### config.mk
export PLATFORM = sky130hd
export DESIGN_NAME = systolic_ctrl
export DESIGN_NICKNAME = d
export VERILOG_FILES = /design/src/rtl/systolic_ctrl.sv
export SDC_FILE = /design/constraint.sdc
export NUM_CORES = 1
export LEC_CHECK = 0
export ABC_CLOCK_PERIOD_IN_PS = 3750
export BUFFER_PORTS_ARGS = -buffer_cell sky130_fd_sc_hd__clkbuf_2
export CAP_MARGIN = 20
export CORE_ASPECT_RATIO = 0.7
export CORE_MARGIN = 2
export CORE_UTILIZATION = 50
export DETAILED_ROUTE_END_ITERATION = 10
export HOLD_SLACK_MARGIN = 0.02
export PLACE_DENSITY = 0.88
export SETUP_SLACK_MARGIN = 0.5
export SLEW_MARGIN = 20
export SYNTH_ARGS = -nofsm -noshare
export SYNTH_HDL_FRONTEND = slang
export SYNTH_SLANG_ARGS = --single-unit
### constraint.sdc
create_clock -name clk -period 3.75 [get_ports clk]
set_clock_uncertainty 0.1 [all_clocks]
set_input_delay 0.1875 -clock clk [delete_from_list [all_inputs] [get_ports clk]]
set_output_delay 0.1875 -clock clk [all_outputs]
set_load 0.01 [all_outputs]
### src/rtl/systolic_ctrl.sv
// systolic_ctrl: tile sequencer for an ARRAY_N x ARRAY_N systolic array.
// It loads a weight tile, pulses the per-row switch, streams skewed input
// vectors into the west edge and counts results until the tile completes.
module systolic_ctrl #(
  parameter int ARRAY_N  = 2,
  parameter int MAX_ROWS = 16,
  parameter int ROW_W    = $clog2(MAX_ROWS + 1)
) (
  input  logic                          clk,
  input  logic                          rst,
  input  logic                          start,
  input  logic [ROW_W-1:0]              cfg_rows,
  output logic                          busy,
  output logic                          done,
  output logic                          w_rd_en,
  output logic [$clog2(ARRAY_N)-1:0]    w_rd_addr,
  input  logic [16*ARRAY_N-1:0]         w_rd_data,
  output logic                          x_rd_en,
  output logic [$clog2(MAX_ROWS)-1:0]   x_rd_addr,
  input  logic [16*ARRAY_N-1:0]         x_rd_data,
  output logic                          arr_accept_w,
  output logic [16*ARRAY_N-1:0]         arr_weight,
  output logic [ARRAY_N-1:0]            arr_switch,
  output logic [16*ARRAY_N-1:0]         arr_input,
  output logic [ARRAY_N-1:0]            arr_valid,
  input  logic                          arr_res_valid
);

  localparam int WA_W = $clog2(ARRAY_N);
  localparam int XA_W = $clog2(MAX_ROWS);

  typedef enum logic [1:0] {S_IDLE, S_LOAD, S_STREAM, S_DRAIN} state_t;

  state_t            r_state;
  state_t            w_state_nxt;
  logic              r_busy;
  logic              r_done;
  logic              w_done_nxt;
  logic [ROW_W-1:0]  r_m;
  logic              r_w_rd_en;
  logic [WA_W-1:0]   r_w_rd_addr;
  logic              r_accept;
  logic [ARRAY_N-1:0] r_sw;
  logic              r_x_rd_en;
  logic [XA_W-1:0]   r_x_rd_addr;
  logic              r_xv_d;
  logic [ROW_W-1:0]  r_out_cnt;
  logic [ROW_W-1:0]  r_res_cnt;

  logic              w_cfg_ok;
  logic              w_accept;
  logic              w_last_w;
  logic              w_last_x;
  logic              w_last_valid;
  logic              w_res_done;

  assign w_cfg_ok     = (cfg_rows != '0) && (cfg_rows <= ROW_W'(MAX_ROWS));
  // The done cycle is already IDLE; holding off start there makes the
  // earliest restart the cycle after done.
  assign w_accept     = (r_state == S_IDLE) && !r_done && start && w_cfg_ok;
  // Last accept cycle: accept still high, reads already finished.
  assign w_last_w     = r_accept && !r_w_rd_en;
  assign w_last_x     = r_x_rd_en && (ROW_W'(r_x_rd_addr) == (r_m - ROW_W'(1)));
  assign w_last_valid = arr_valid[ARRAY_N-1] && (r_out_cnt == (r_m - ROW_W'(1)));
  assign w_res_done   = (r_res_cnt == r_m) ||
                        (arr_res_valid && (r_res_cnt == (r_m - ROW_W'(1))));

  // Next-state and completion decode.
  always_comb begin
    w_state_nxt = r_state;
    w_done_nxt  = 1'b0;
    case (r_state)
      S_IDLE:   if (w_accept) w_state_nxt = S_LOAD;
      S_LOAD:   if (w_last_w) w_state_nxt = S_STREAM;
      S_STREAM: if (w_last_valid) w_state_nxt = S_DRAIN;
      S_DRAIN: begin
        if (w_res_done) begin
          w_state_nxt = S_IDLE;
          w_done_nxt  = 1'b1;
        end
      end
      default:  w_state_nxt = S_IDLE;
    endcase
  end

  // State register, read sequencing, switch pulses and counters.
  always_ff @(posedge clk) begin
    if (rst) begin
      r_state     <= S_IDLE;
      r_busy      <= 1'b0;
      r_done      <= 1'b0;
      r_m         <= '0;
      r_w_rd_en   <= 1'b0;
      r_w_rd_addr <= '0;
      r_accept    <= 1'b0;
      r_sw        <= '0;
      r_x_rd_en   <= 1'b0;
      r_x_rd_addr <= '0;
      r_xv_d      <= 1'b0;
      r_out_cnt   <= '0;
      r_res_cnt   <= '0;
    end else begin
      r_state <= w_state_nxt;
      r_done  <= w_done_nxt;

      if (w_accept) begin
        r_busy <= 1'b1;
        r_m    <= cfg_rows;
      end else if (r_done) begin
        r_busy <= 1'b0;
      end

      if (w_accept) begin
        r_w_rd_en   <= 1'b1;
        r_w_rd_addr <= WA_W'(ARRAY_N - 1);
      end else if (r_w_rd_en) begin
        if (r_w_rd_addr == '0) r_w_rd_en <= 1'b0;
        else                   r_w_rd_addr <= r_w_rd_addr - WA_W'(1);
      end

      r_accept <= r_w_rd_en;
      r_sw     <= {r_sw[ARRAY_N-2:0], w_last_w};

      // Input reads start right after the last weight read so that buffer
      // latency plus the row-0 register lands vector 0 at T0.
      if (r_w_rd_en && (r_w_rd_addr == '0)) begin
        r_x_rd_en   <= 1'b1;
        r_x_rd_addr <= '0;
      end else if (r_x_rd_en) begin
        if (w_last_x) begin
          r_x_rd_en   <= 1'b0;
          r_x_rd_addr <= '0;
        end else begin
          r_x_rd_addr <= r_x_rd_addr + XA_W'(1);
        end
      end
      r_xv_d <= r_x_rd_en;

      if (w_accept)                  r_out_cnt <= '0;
      else if (arr_valid[ARRAY_N-1]) r_out_cnt <= r_out_cnt + ROW_W'(1);

      if (w_accept) begin
        r_res_cnt <= '0;
      end else if ((r_state != S_IDLE) && arr_res_valid && (r_res_cnt != r_m)) begin
        r_res_cnt <= r_res_cnt + ROW_W'(1);
      end
    end
  end

  // Per-row skew: row r passes through r+1 registers after buffer data.
  for (genvar gr = 0; gr < ARRAY_N; gr++) begin : g_row
    logic [15:0] r_sk_d [gr+1];
    logic [gr:0] r_sk_v;

    // Capture row element on valid, then shift it r stages toward the edge.
    always_ff @(posedge clk) begin
      if (rst) begin
        r_sk_v <= '0;
        for (int unsigned s = 0; s < gr + 1; s++) r_sk_d[s] <= '0;
      end else begin
        r_sk_v[0] <= r_xv_d;
        r_sk_d[0] <= r_xv_d ? x_rd_data[16*gr +: 16] : '0;
        for (int unsigned s = 1; s < gr + 1; s++) begin
          r_sk_v[s] <= r_sk_v[s-1];
          r_sk_d[s] <= r_sk_d[s-1];
        end
      end
    end

    assign arr_input[16*gr +: 16] = r_sk_d[gr];
    assign arr_valid[gr]          = r_sk_v[gr];
  end

  assign busy         = r_busy;
  assign done         = r_done;
  assign w_rd_en      = r_w_rd_en;
  assign w_rd_addr    = r_w_rd_addr;
  assign x_rd_en      = r_x_rd_en;
  assign x_rd_addr    = r_x_rd_addr;
  assign arr_accept_w = r_accept;
  assign arr_switch   = r_sw;
  // Weight data is the buffer's registered read port forwarded in the cycle
  // it becomes valid; the registered accept gates it to zero otherwise.
  assign arr_weight   = r_accept ? w_rd_data : '0;

endmodule

After elaboration in Yosys (flattened, before gate mapping)
Memories as Yosys holds them, arrays and structs flattened. Cells that the tools add are included.

Register bits after elaboration: 33. Memory bits (writable): 48. Bits of input ports: 73. Output and inout port bits: 78. Logic and storage cells: 91. Memories kept: 2.

Memory list: g_row[1].r_sk_d (words 2, width 16, rd ports 2, clocked after Yosys merged registers in 0, wr ports 2, line 152) `logic [15:0] r_sk_d [gr+1];`; g_row[0].r_sk_d (words 1, width 16, rd ports 1, clocked after Yosys merged registers in 0, wr ports 1, line 152).

Add/sub/neg operators: 5. $lt $le $gt $ge: 1. Equality and inequality tests: 12. Mux-type cells: 28. Bitwise gates (word level): 4. Reductions and logical operators: 24.

Operators by type and width (count): 16-bit two-way mux (5); 32-bit two-way mux (1); 1-bit two-way mux (16); 16-bit OR reduction (1); 5-bit equality test (3); 1-bit logical AND (11); 5-bit by 1-bit adder with 5-bit output (second input constant) (2); 2-bit two-way mux (4); 2-bit != test (second input constant) (4); 2-bit one-hot mux with 4 select lines (1); 2-bit nonzero test (3); 2-bit OR reduction (3); 4-bit by 5-bit equality test with 1-bit output (1); 5-bit <= comparator (second input constant) (1); 5-bit != test (1); 5-bit nonzero test (1); 5-bit by 1-bit subtractor with 5-bit output (second input constant) (1); 4-bit by 1-bit adder with 4-bit output (second input constant) (1); 2-bit equality test (second input constant) (2); 4-bit two-way mux (1); 4-bit AND reduction (1); 2-bit by 1-bit equality test with 1-bit output (second input constant) (1); 1-bit logical NOT (2); 2-bit logical NOT (1); 4 further kinds (6).

Logic depth before layout (Yosys ltp)
Gate-level depths: netlist of the first run.

Depth after elaboration: 6. Gate-level depth with buffers: 9. Mapped depth without buffers: 8.

Worst setup path before layout of the first run
Ideal clock, no wire load.

Kind: reg2reg. Start: register r_m[0]. End: register r_state[0]. Setup time: 0.060 ns. Arrival: 2.058 ns. Data required time: 3.590 ns. Path slack: 1.531 ns. Cell stages (with the launch flop): 9. Path buffers: 1. Clock period less this slack: 2.219 ns. Cells stage by stage: dfxtp_1 > buf_2 > inv_1 > ha_1 > nor3b_1 > nand3_1 > a211o_1 > a2111oi_4 > o221a_1.

Cells in the longest elaborated chain, start to end: 6. Elaborated cells on any way between the ends: 10. Those cells by class: 1 x add/sub; 5 x eq/ne; 4 x reduce/logical.

RTL lines: from (decl) (line 39) `logic [ROW_W-1:0] r_m;`; from (signal assigned) (line 108) `r_m <= cfg_rows;`; 5-bit by 1-bit subtractor with 5-bit output (line 64, 66); 5-bit equality test (line 66) `(arr_res_valid && (r_res_cnt == (r_m - ROW_W'(1))));`; 1-bit logical AND (line 66); 1-bit logical OR (line 65) `assign w_res_done = (r_res_cnt == r_m) ||`; 2-bit != test (no source line); 4-bit AND reduction (no source line) *; to (signal assigned) (line 103) `r_state <= w_state_nxt;`; to (decl) (line 34) `state_t r_state;`.

Mark *: on every way between the ends. The rest lies on a longest branch, timed or not. A chain may end at the register's enable or synchronous reset.

Worst setup path in the final report of the first run
Ends and elaborated chain as after synthesis.

==> results.txt, run 1 <==
* Post-cts repair resize count: 0
* Maximum number of buffers from clock root to sink: 2
* Share of the yosys chip area belonging to registers: 49.69%
* Number of buffers added for setup after CTS: 0
* Family with the most delay on the worst path: compound AO/OA/AOI/OAI gates
* Flip-flop and latch count after synthesis: 80
* Number of buffers created by CTS: 9
* Cell-by-cell trace of the critical path: inv_1 > ha_1 > nor3b_1 > nand3_1 > a211o_1 > a2111oi_4 > o221a_1
* Latest clock arrival within the worst-skew pair: 0.33 ns
* Port Buffer Count: 150
* Top-Level Pins: 151
- Overall Global Routing Usage: 21.24%
- CTS clk-pin slew, worst paths: 0.09 ns
- Setup repair after global routing left no endpoint under its margin.
- Routed via count: 2682
- The tool flagged a number of max-cap violations equal to 0.
* Share of cells above drive strength 1: 34.27%
* Via count normalized by instance count: 4.648
* Total half-perimeter wirelength after legalization and detailed placement: 5.375 mm
- In this run the tightest slew margin relative to its limit is 54.25%.
- Count of cell types in the netlist: 31
- Type of destination of the critical path: register
- The largest total area in the synthesized netlist belongs to dfxtp_1.
* Remaining antenna violation count: 0
* Internal power: 1.338 mW
* Final weighted congestion in routability-driven placement: 0.8585
- After synthesis, the share of flip-flops with an asynchronous set or reset is 0%.
- In this run the worst hold path is classified as input port to register.
* Synth cell count leaders: dfxtp_1, and2_1, nor2_1
- The detailed router finished its first iteration with 83 violations.
* Power share of the combinational group: 19.6%
* Total overflow reported by the global router: 0
- Compared with the post-synthesis result, the final layout area differs by 37.62%.
- The first global-routing pass estimated 11.87 mm of wire.
- Of all nets on the critical path, the largest fanout is 6.
- At the worst endpoint, the arrival time is 2.66 ns.
- After synthesis, the cell types taking the most area are dfxtp_1, and2_1, xor2_1.
* Count of final hold-check violations: 0
* Yosys top cell area share: 49.69%
- For this run, the detailed router's first-pass iteration total came to 4.
* Main flop type after synthesis: dfxtp_1
- Clock group share of total power: 32.0%
* Sink count of the clock tree: 80
- Clock root buffer: clkbuf_8
* Floorplan core area: 6216 µm²
- Die X: 99.96 µm
- Fill cells in the final layout number 446.
* Static leakage: 2.185 nW
- Reg-to-reg slack, setup: 1.27 ns
- In this run, synthesis inferred 0 flip-flops with an integrated enable.
- At the placement stage, the worst setup path has a slack of 1.309 ns.
* Final Max Tran Viols: 0
- Net count of the finished layout: 575
* Total power divided by cell area: 430.8 nW/µm²
- Static timing analysis puts the maximum clock frequency at 403.2 MHz.
- After layout, the worst setup slack is 1.270 ns.
- Initial standard-cell utilization of the core: 51.85%
* Data required time at the worst endpoint: 3.93 ns
- A synthesized cell averages 9.887 µm².
- Routed length per placed instance: 13.24 µm
- Fraction of power consumed by sequential logic: 48.4%
- Of the total power, the share spent switching nets is 29.97%.
- The worst-case IR drop observed on VDD is 0.2755 mV.
* Setup TNS Final: 0 ns
- Worst setup path category: register to register
- Reported net switching power: 0.5726 mW
* Critical Path Start Type: register
- Fraction of the cycle the final worst path needs: 66.14%
- The H-tree was split into 3 levels.
- In this design, the stage delay of the slowest critical-path cell is 0.49 ns.
- Die outline height: 71.18 µm
- The number of antenna violations at the first check in global routing was 0.
- For the pin with the worst max-slew slack, the measured transition is 0.6853 ns.
- TritonCTS built the clock tree.
- Time the worst path needs with I/O delays and setup: 2.480 ns
- Combined buffer and inverter count along the critical path: 1
* Via count of the first global-routing pass: 2664
* Final Setup Violations: 0
* Largest net degree at the start of global routing: 35
- Run status: complete, no violations
- The routed design has 7.640 mm of wire.
- Instance count of the mapped netlist: 326
* Number of warnings reported in the yosys synthesis log: 0
- After synthesis the cells add up to 3223 µm².
- Number of remaining DRC errors: 0
- The floorplan step defined a die boundary enclosing 7115 µm².
- 0 antenna diodes ended up in the layout.
- Cell with the most instances after synthesis: dfxtp_1
- The slowest stage of the critical path belongs to the cell nor3b_1.
- Number of nets in the synthesized netlist: 407
- Std-Cell Rows: 24
-- kinds of logic (layout without fill, tap and decap cells) --
| kind of cell | count (synthesis) | count (layout) | synth area share (%) |
|---|---|---|---|
| xor gates and xnor gates | 31 | 31 | 8.424 |
| DFF | 80 | 80 | 49.69 |
| adders and majority gates | 8 | 8 | 3.106 |
| AOI/OAI and AO/OA | 16 | 16 | 3.960 |
| buffers and inverters | 38 | 211 | 7.026 |
| and+or+nand+nor | 144 | 144 | 24.96 |
| muxes | 9 | 9 | 2.834 |
-- tightest hold or removal path: stages --
cell      delay (ns)
clkbuf_2        0.11
mux2i_1         0.07
nor2_1          0.08
-- flip-flops by register name, summed over array words and instances (netlist names) --
name and flops:
arr_accept_w 1, r_state 2, busy 1, r_m 5, x_rd_en 1, g_row.r_sk_v 2, arr_switch 2, x_rd_addr 4
r_xv_d 1, r_out_cnt 5, w_rd_en 1, w_rd_addr 1, done 1, r_res_cnt 5, g_row.r_sk_d 48
-- placed cells by master, fill, tap and decap left out --
master / Yosys / routed
o221a_1: 1 / 1
inv_6: 0 / 4
xnor2_1: 11 / 11
inv_8: 0 / 3
clkbuf_8: 0 / 9
nor2_1: 21 / 21
nand4_1: 5 / 5
dfxtp_1: 80 / 80
buf_4: 18 / 1
o22ai_1: 1 / 1
mux2_2: 1 / 1
a2111oi_4: 1 / 1
nand3_1: 4 / 4
a211o_1: 2 / 2
nor3b_1: 2 / 2
nor4_1: 2 / 2
and2_1: 66 / 66
a21oi_1: 8 / 8
nand2b_1: 3 / 3
o21bai_1: 1 / 1
or2b_2: 1 / 1
clkbuf_2: 0 / 150
mux2i_1: 8 / 8
inv_1: 8 / 8
nand3b_1: 1 / 1
nor3_1: 2 / 2
a21o_2: 1 / 1
dlygate4sd3_1: 0 / 36
nor2b_1: 20 / 20
a41oi_1: 1 / 1
xor2_1: 20 / 20
ha_1: 8 / 8
nand2_1: 17 / 17
-- power by group through the flow --
stage / Combinational (mW) / Clock (mW) / Sequential (mW)
floorplan: 0.239 / 0 / 0.936
global placement: 0.326 / 0 / 0.942
detailed placement: 0.339 / 0 / 0.945
CTS: 0.370 / 0.635 / 0.925
global route: 0.412 / 0.665 / 0.932
finish: 0.374 / 0.611 / 0.926
-- path summary, 6_finish.rpt --
path / startpoint / to / cells after the start
worst max-delay path: r_m[0] / r_state[0] / 7
worst max register to register: r_m[0] / r_state[0] / 7
worst min-delay path: cfg_rows[0] / r_m[0] / 3
worst min register to register: g_row[1].r_sk_d[0][9] / g_row[1].r_sk_d[0][25] / 1
-- metrics by stage --
stage / cells / total power, mW / cell area, µm² / utilization [%] / hold WS (ns)
final: 577 / 1.911 / 4436 / 71.36 / 0.05800
after global routing: 577 / 2.008 / 4436 / 71.36 / 0.07212
after floorplan: 326 / 1.175 / 3223 / - / 0.2092
after global placement: 525 / 1.268 / 3882 / 62.46 / 0.2864
after CTS: 577 / 1.930 / 4436 / 71.36 / 0.04291
after detailed placement: 525 / 1.284 / 3882 / 62.46 / 0.2906
-- layout make-up --
class                           instances  area [µm²]  area share [%]
Clock inverter                          7       68.82           1.551
Clock buffer                            9       123.9           2.793
Sequential cell                        80        1602           36.11
Inverter                                8       30.03          0.6770
Timing Repair Buffer                  187        1119           25.22
Tap cell                               78       97.59           2.200
Multi-Input combinational cell        208        1395           31.45
-- layer usage --
metal	track usage [%]	part of all wire, %	up-vias
met4	6.849	1.7	0
li1	-	-	1354
met3	7.016	7.6	12
met5	0	0	-
met2	38.74	51	115
met1	23.49	40	1201
-- what timing repair did --
item / in CTS / in global routing
endpoints found under the setup margin: 0 / 0
hold buffers: 36 / 0
endpoints found under the hold margin: 36 / 0
(Power assumes the default switching activity.)
==> inputs of run 2 (changes only) <==
ABC_AREA = 1   (was unset)
ABC_CLOCK_PERIOD_IN_PS = 2100   (was 3750)
CORE_UTILIZATION = 43   (was 50)
PLACE_DENSITY = 0.79   (was 0.88)
clock period = 2.1 ns   (was 3.75 ns; I/O delays follow)
==> run 2 against run 1 <==
Register-to-register slack lost 0.91 ns. Clock power is 140% higher. Non-clock buffer count is 12 higher. Wire length rose by 23%. Worst setup slack worse by 0.91 ns. Global-route usage down 0.41 points. Combinational power grew to 2.7 times the previous value. Synthesized area increased by 7.5%. Core utilization shrank 7.5 points. Total power up 120%. First-iteration DRC count rose by 64%. Sequential power up 80%. Critical path type unchanged. Largest cell class unchanged.
==> results.txt, run 2 <==
- Run status: complete, no violations
- The proportion of power drawn by flip-flops and latches came to 40.5% (-7.9 points).
- Cell-by-cell trace of the critical path: inv_6 > ha_4 > nand2_1 > nand2_1 > nor2_1 > nand2_1 > nor2_2 > nand3_2 > nand3_2 > nand2_2 > nor2_2 > nor2_1 > nor2_1
- The library cell used most frequently in the layout, excluding fill and tap cells, is clkbuf_2.
- Antenna violations before repair: 0 (unchanged)
- Family with the most delay on the worst path: simple AND/OR/NAND/NOR gates
- The total core area is 7838 µm² (+26%).
- Total half-perimeter wirelength after legalization and detailed placement: 6.546 mm (+22%)
- Reported net switching power: 1.292 mW (+130%)
- Worst setup path category: register to register
- Std-Cell Rows: 27 (+13%)
* Routed WL: 9.372 mm (+23%)
- The min-delay analysis places its worst path in the category input port to register.
* Number of buffers created by CTS: 9 (unchanged)
- Type of destination of the critical path: register
- The clock power share is 35.3% (+3.3 points).
- The logic depth of the worst setup path including buffers is 13 (+6).
- Largest stage delay on the critical path: 0.37 ns (-0.12 ns)
- Clock root buffer: clkbuf_16
- The async set or reset register ratio after synthesis came to 0% (unchanged).
- The via count is 3415 (+27%).
- The clock transition at the registers of the reported paths came to 0.06 ns (-0.03 ns).
- The number of different library cells in the post-synthesis netlist was 30 (-3.2%).
- Per-instance average area after synthesis: 7.215 µm² (-27%)
- Data required time at the worst endpoint: 2.26 ns (-1.67 ns)
- The final critical-path share of the clock period came to 82.70% (+17 points).
- Setup TNS Final: 0 ns (unchanged)
- The synthesized netlist cell count is 480 (+47%).
- The minimum clock period after layout is 1.737 ns (-0.7435 ns).
- Final Max Tran Viols: 0 (unchanged)
- Setup repair after global routing could not meet its margin everywhere.
- The final-report setup violation count came to 0 (unchanged).
- Most frequent cells in the layout: clkbuf_2, inv_1, nand2_1
- Peak supply drop: 0.4007 mV (+45%)
- The number of buffers and inverters on the critical path was 1 (unchanged).
- After synthesis, the most frequently instantiated cells are inv_1, nand2_1, dfxtp_1, nor2_1.
- Depth of the most critical reg-to-reg path: 13 (+6)
- The area fraction of the dominant cell type after synthesis is 46.24% (-3.4 points).
- The number of flip-flops in the largest register is 48 (unchanged).
- Maximum number of buffers from clock root to sink: 2 (unchanged)
* Switching power as a share of total power: 31.34% (+1.4 points)
* Number of instances on the worst hold path: 3 (unchanged)
- The routability congestion estimate came to 0.9202 (+7.2%).
- The number of search-and-repair iterations in the first detailed-routing pass came to 4 (unchanged).
- Antenna cells: 0 (unchanged)
- Number of flops mapped to enable cells by yosys: 0 (unchanged)
- Remaining antenna violation count: 0 (unchanged)
- The clock latency of the later-clocked register in the worst-skew pair was 0.33 ns (about the same).
- Layout-stage area growth over the synthesis result: 44.62%
- The area of the die came to 8799 µm² (+24%).
* Flip-flop and latch count after synthesis: 80 (unchanged)
- The largest net degree at the start of global routing came to 34 (-2.9%).
- The placement-stage cell area is 4208 µm² (+8.4%).
- Leading post-synthesis cells by cell area: dfxtp_1, inv_1, nand2_1
- The count of unresolved DRC violations after routing was 0 (unchanged).
* Critical Path Start Type: register
- Via count normalized by instance count: 4.447 (-4.3%)
- MaxCap Viol Count: 0 (unchanged)
- Via count of the first global-routing pass: 3278 (+23%)
- The timing-limited maximum frequency was 575.8 MHz (+43%).
* Crit-path slowest cell: dfxtp_4
- Number of levels in the clock H-tree: 3 (unchanged)
* Post-synthesis cell type with the largest combined area: dfxtp_1
- Main flop type after synthesis: dfxtp_1
- The worst slew slack as a fraction of its limit was 77.55% (+23 points).
- The power density of the placed cells came to 823.2 nW/µm² (+91%).
- The sequential-to-total area share from yosys stat was 46.24% (-3.4 points).
- Top-Level Pins: 151 (unchanged)
* Overall Global Routing Usage: 20.83% (-0.41 points)
* Die outline height: 79.09 µm (+11%)
- The final-stage net count was 743 (+29%).
- Count of final hold-check violations: 0 (unchanged)
- The static power due to leakage came to 2.783 nW (+27%).
- The post-synth net total was 561 (+38%).
* Initial standard-cell utilization of the core: 44.19% (-7.7 points)
- Largest reg by FF count: g_row.r_sk_d
- Layout Cell Area excl Fill: 5009 µm² (+13%)
* Number of warnings reported in the yosys synthesis log: 0 (unchanged)
- TritonCTS clock tree: built
- Critical Path AT: 1.90 ns (-0.76 ns)
- The synthesized cell area is 3463 µm² (+7.5%).
* Power share of the combinational group: 24.2% (+4.6 points)
- Port Buffer Count: 150 (unchanged)
- The end-of-flow core utilization came to 63.90% (-7.5 points).
* Share of cells above drive strength 1: 33.43% (-0.84 points)
- The highest net fanout along the worst path is 5 (-1).
* Worst-margin pin slew: 0.3342 ns (-0.3511 ns)
- Internal power: 2.831 mW (+110%)
- The width of the chip came to 111.3 µm (+11%).
- The average wire per cell in the routed design is 12.20 µm (-7.8%).
- The global-route wire length before repair came to 14.66 mm (+23%).
* DRC violation total after the first TritonRoute iteration: 136 (+64%)
* Sink count of the clock tree: 80 (unchanged)
* Cell with the most instances after synthesis: inv_1
- Total overflow reported by the global router: 0 (unchanged)
run 2: changes by cell type after synthesis, sizes merged, moves of 8 or more:
| cell | before | now |
|---|---|---|
| inv | 8 | 116 |
| nand2 | 17 | 94 |
| and2 | 66 | 0 |
| nor2 | 21 | 84 |
| nor2b | 20 | 0 |
| nand3 | 4 | 20 |
| xor2 | 20 | 7 |
| xnor2 | 11 | 3 |
run 2: path summary, 6_finish.rpt:
kind | start | endpoint | slack [ns]
hold reg to reg | g_row[1].r_sk_d[0][15] | g_row[1].r_sk_d[0][31] | 0.30
setup / recovery | r_m[0] | r_state[1] | 0.36
hold / removal | arr_res_valid | r_res_cnt[1] | 0.09
setup reg to reg | r_m[0] | r_state[1] | 0.36
run 2: metrics by stage:
step	power, mW	std cells	setup WS (ns)	hold slack, ns
2_1_floorplan	2.250	480	0.5004	0.1172
3_3_place_gp	2.472	706	0.3312	0.2015
3_5_place_dp	2.498	706	0.2006	0.2076
4_1_cts	4.080	767	0.4016	0.1080
5_1_grt	4.336	768	0.2046	0.08017
6_report	4.123	768	0.3632	0.08936
run 2: final cells by class:
type | instances | area, µm²
clock buffers | 9 | 225.2
clock inverters | 7 | 55.05
fillers | 683 | 2829
inverters | 117 | 444.2
multi-input cells | 255 | 1338
flip-flops and latches | 80 | 1609
well taps | 101 | 126.4
repair buffers | 199 | 1211
run 2: tightest hold or removal path, delay by kind of cell:
kind / cells / cell delay, ns
AOI/OAI and AO/OA: 1 / 0.08
buffers and inverters: 1 / 0.13
and+or+nand+nor: 1 / 0.15
run 2: metal layers:
| layer | vias up | global-route usage, % | part of all wire (%) |
|---|---|---|---|
| met4 | 0 | 6.173 | 1.7 |
| met2 | 139 | 40.06 | 51 |
| met3 | 13 | 7.099 | 8.0 |
| met1 | 1513 | 21.68 | 39 |
| met5 | - | 0 | 0 |
| li1 | 1750 | - | - |
run 2: cell families (layout without fill, tap and decap cells):
group / count (synthesis) / in the layout / share of synthesized area, %
compound gates: 24 / 24 / 4.010
xor+xnor: 10 / 10 / 2.529
fa+ha+maj: 8 / 8 / 2.890
buf+inv: 145 / 332 / 17.70
flops: 80 / 80 / 46.24
mux: 1 / 1 / 0.2890
simple gates: 212 / 212 / 26.34
run 2: timing repair:
item | CTS | global route
endpoints found under the setup margin | 17 | 20
hold buffers | 37 | 0
resized for setup | 16 | 10
setup buffers | 8 | 1
gates cloned | 0 | 0
endpoints found under the hold margin | 37 | 0
pin swaps | 15 | 7
run 2: power by group through the flow:
stage	registers (mW)	logic, mW	clock network (mW)
after CTS	1.67	0.931	1.48
after global routing	1.68	1.10	1.56
after global placement	1.69	0.780	0
final	1.67	0.998	1.46
after floorplan	1.69	0.558	0
after detailed placement	1.70	0.801	0
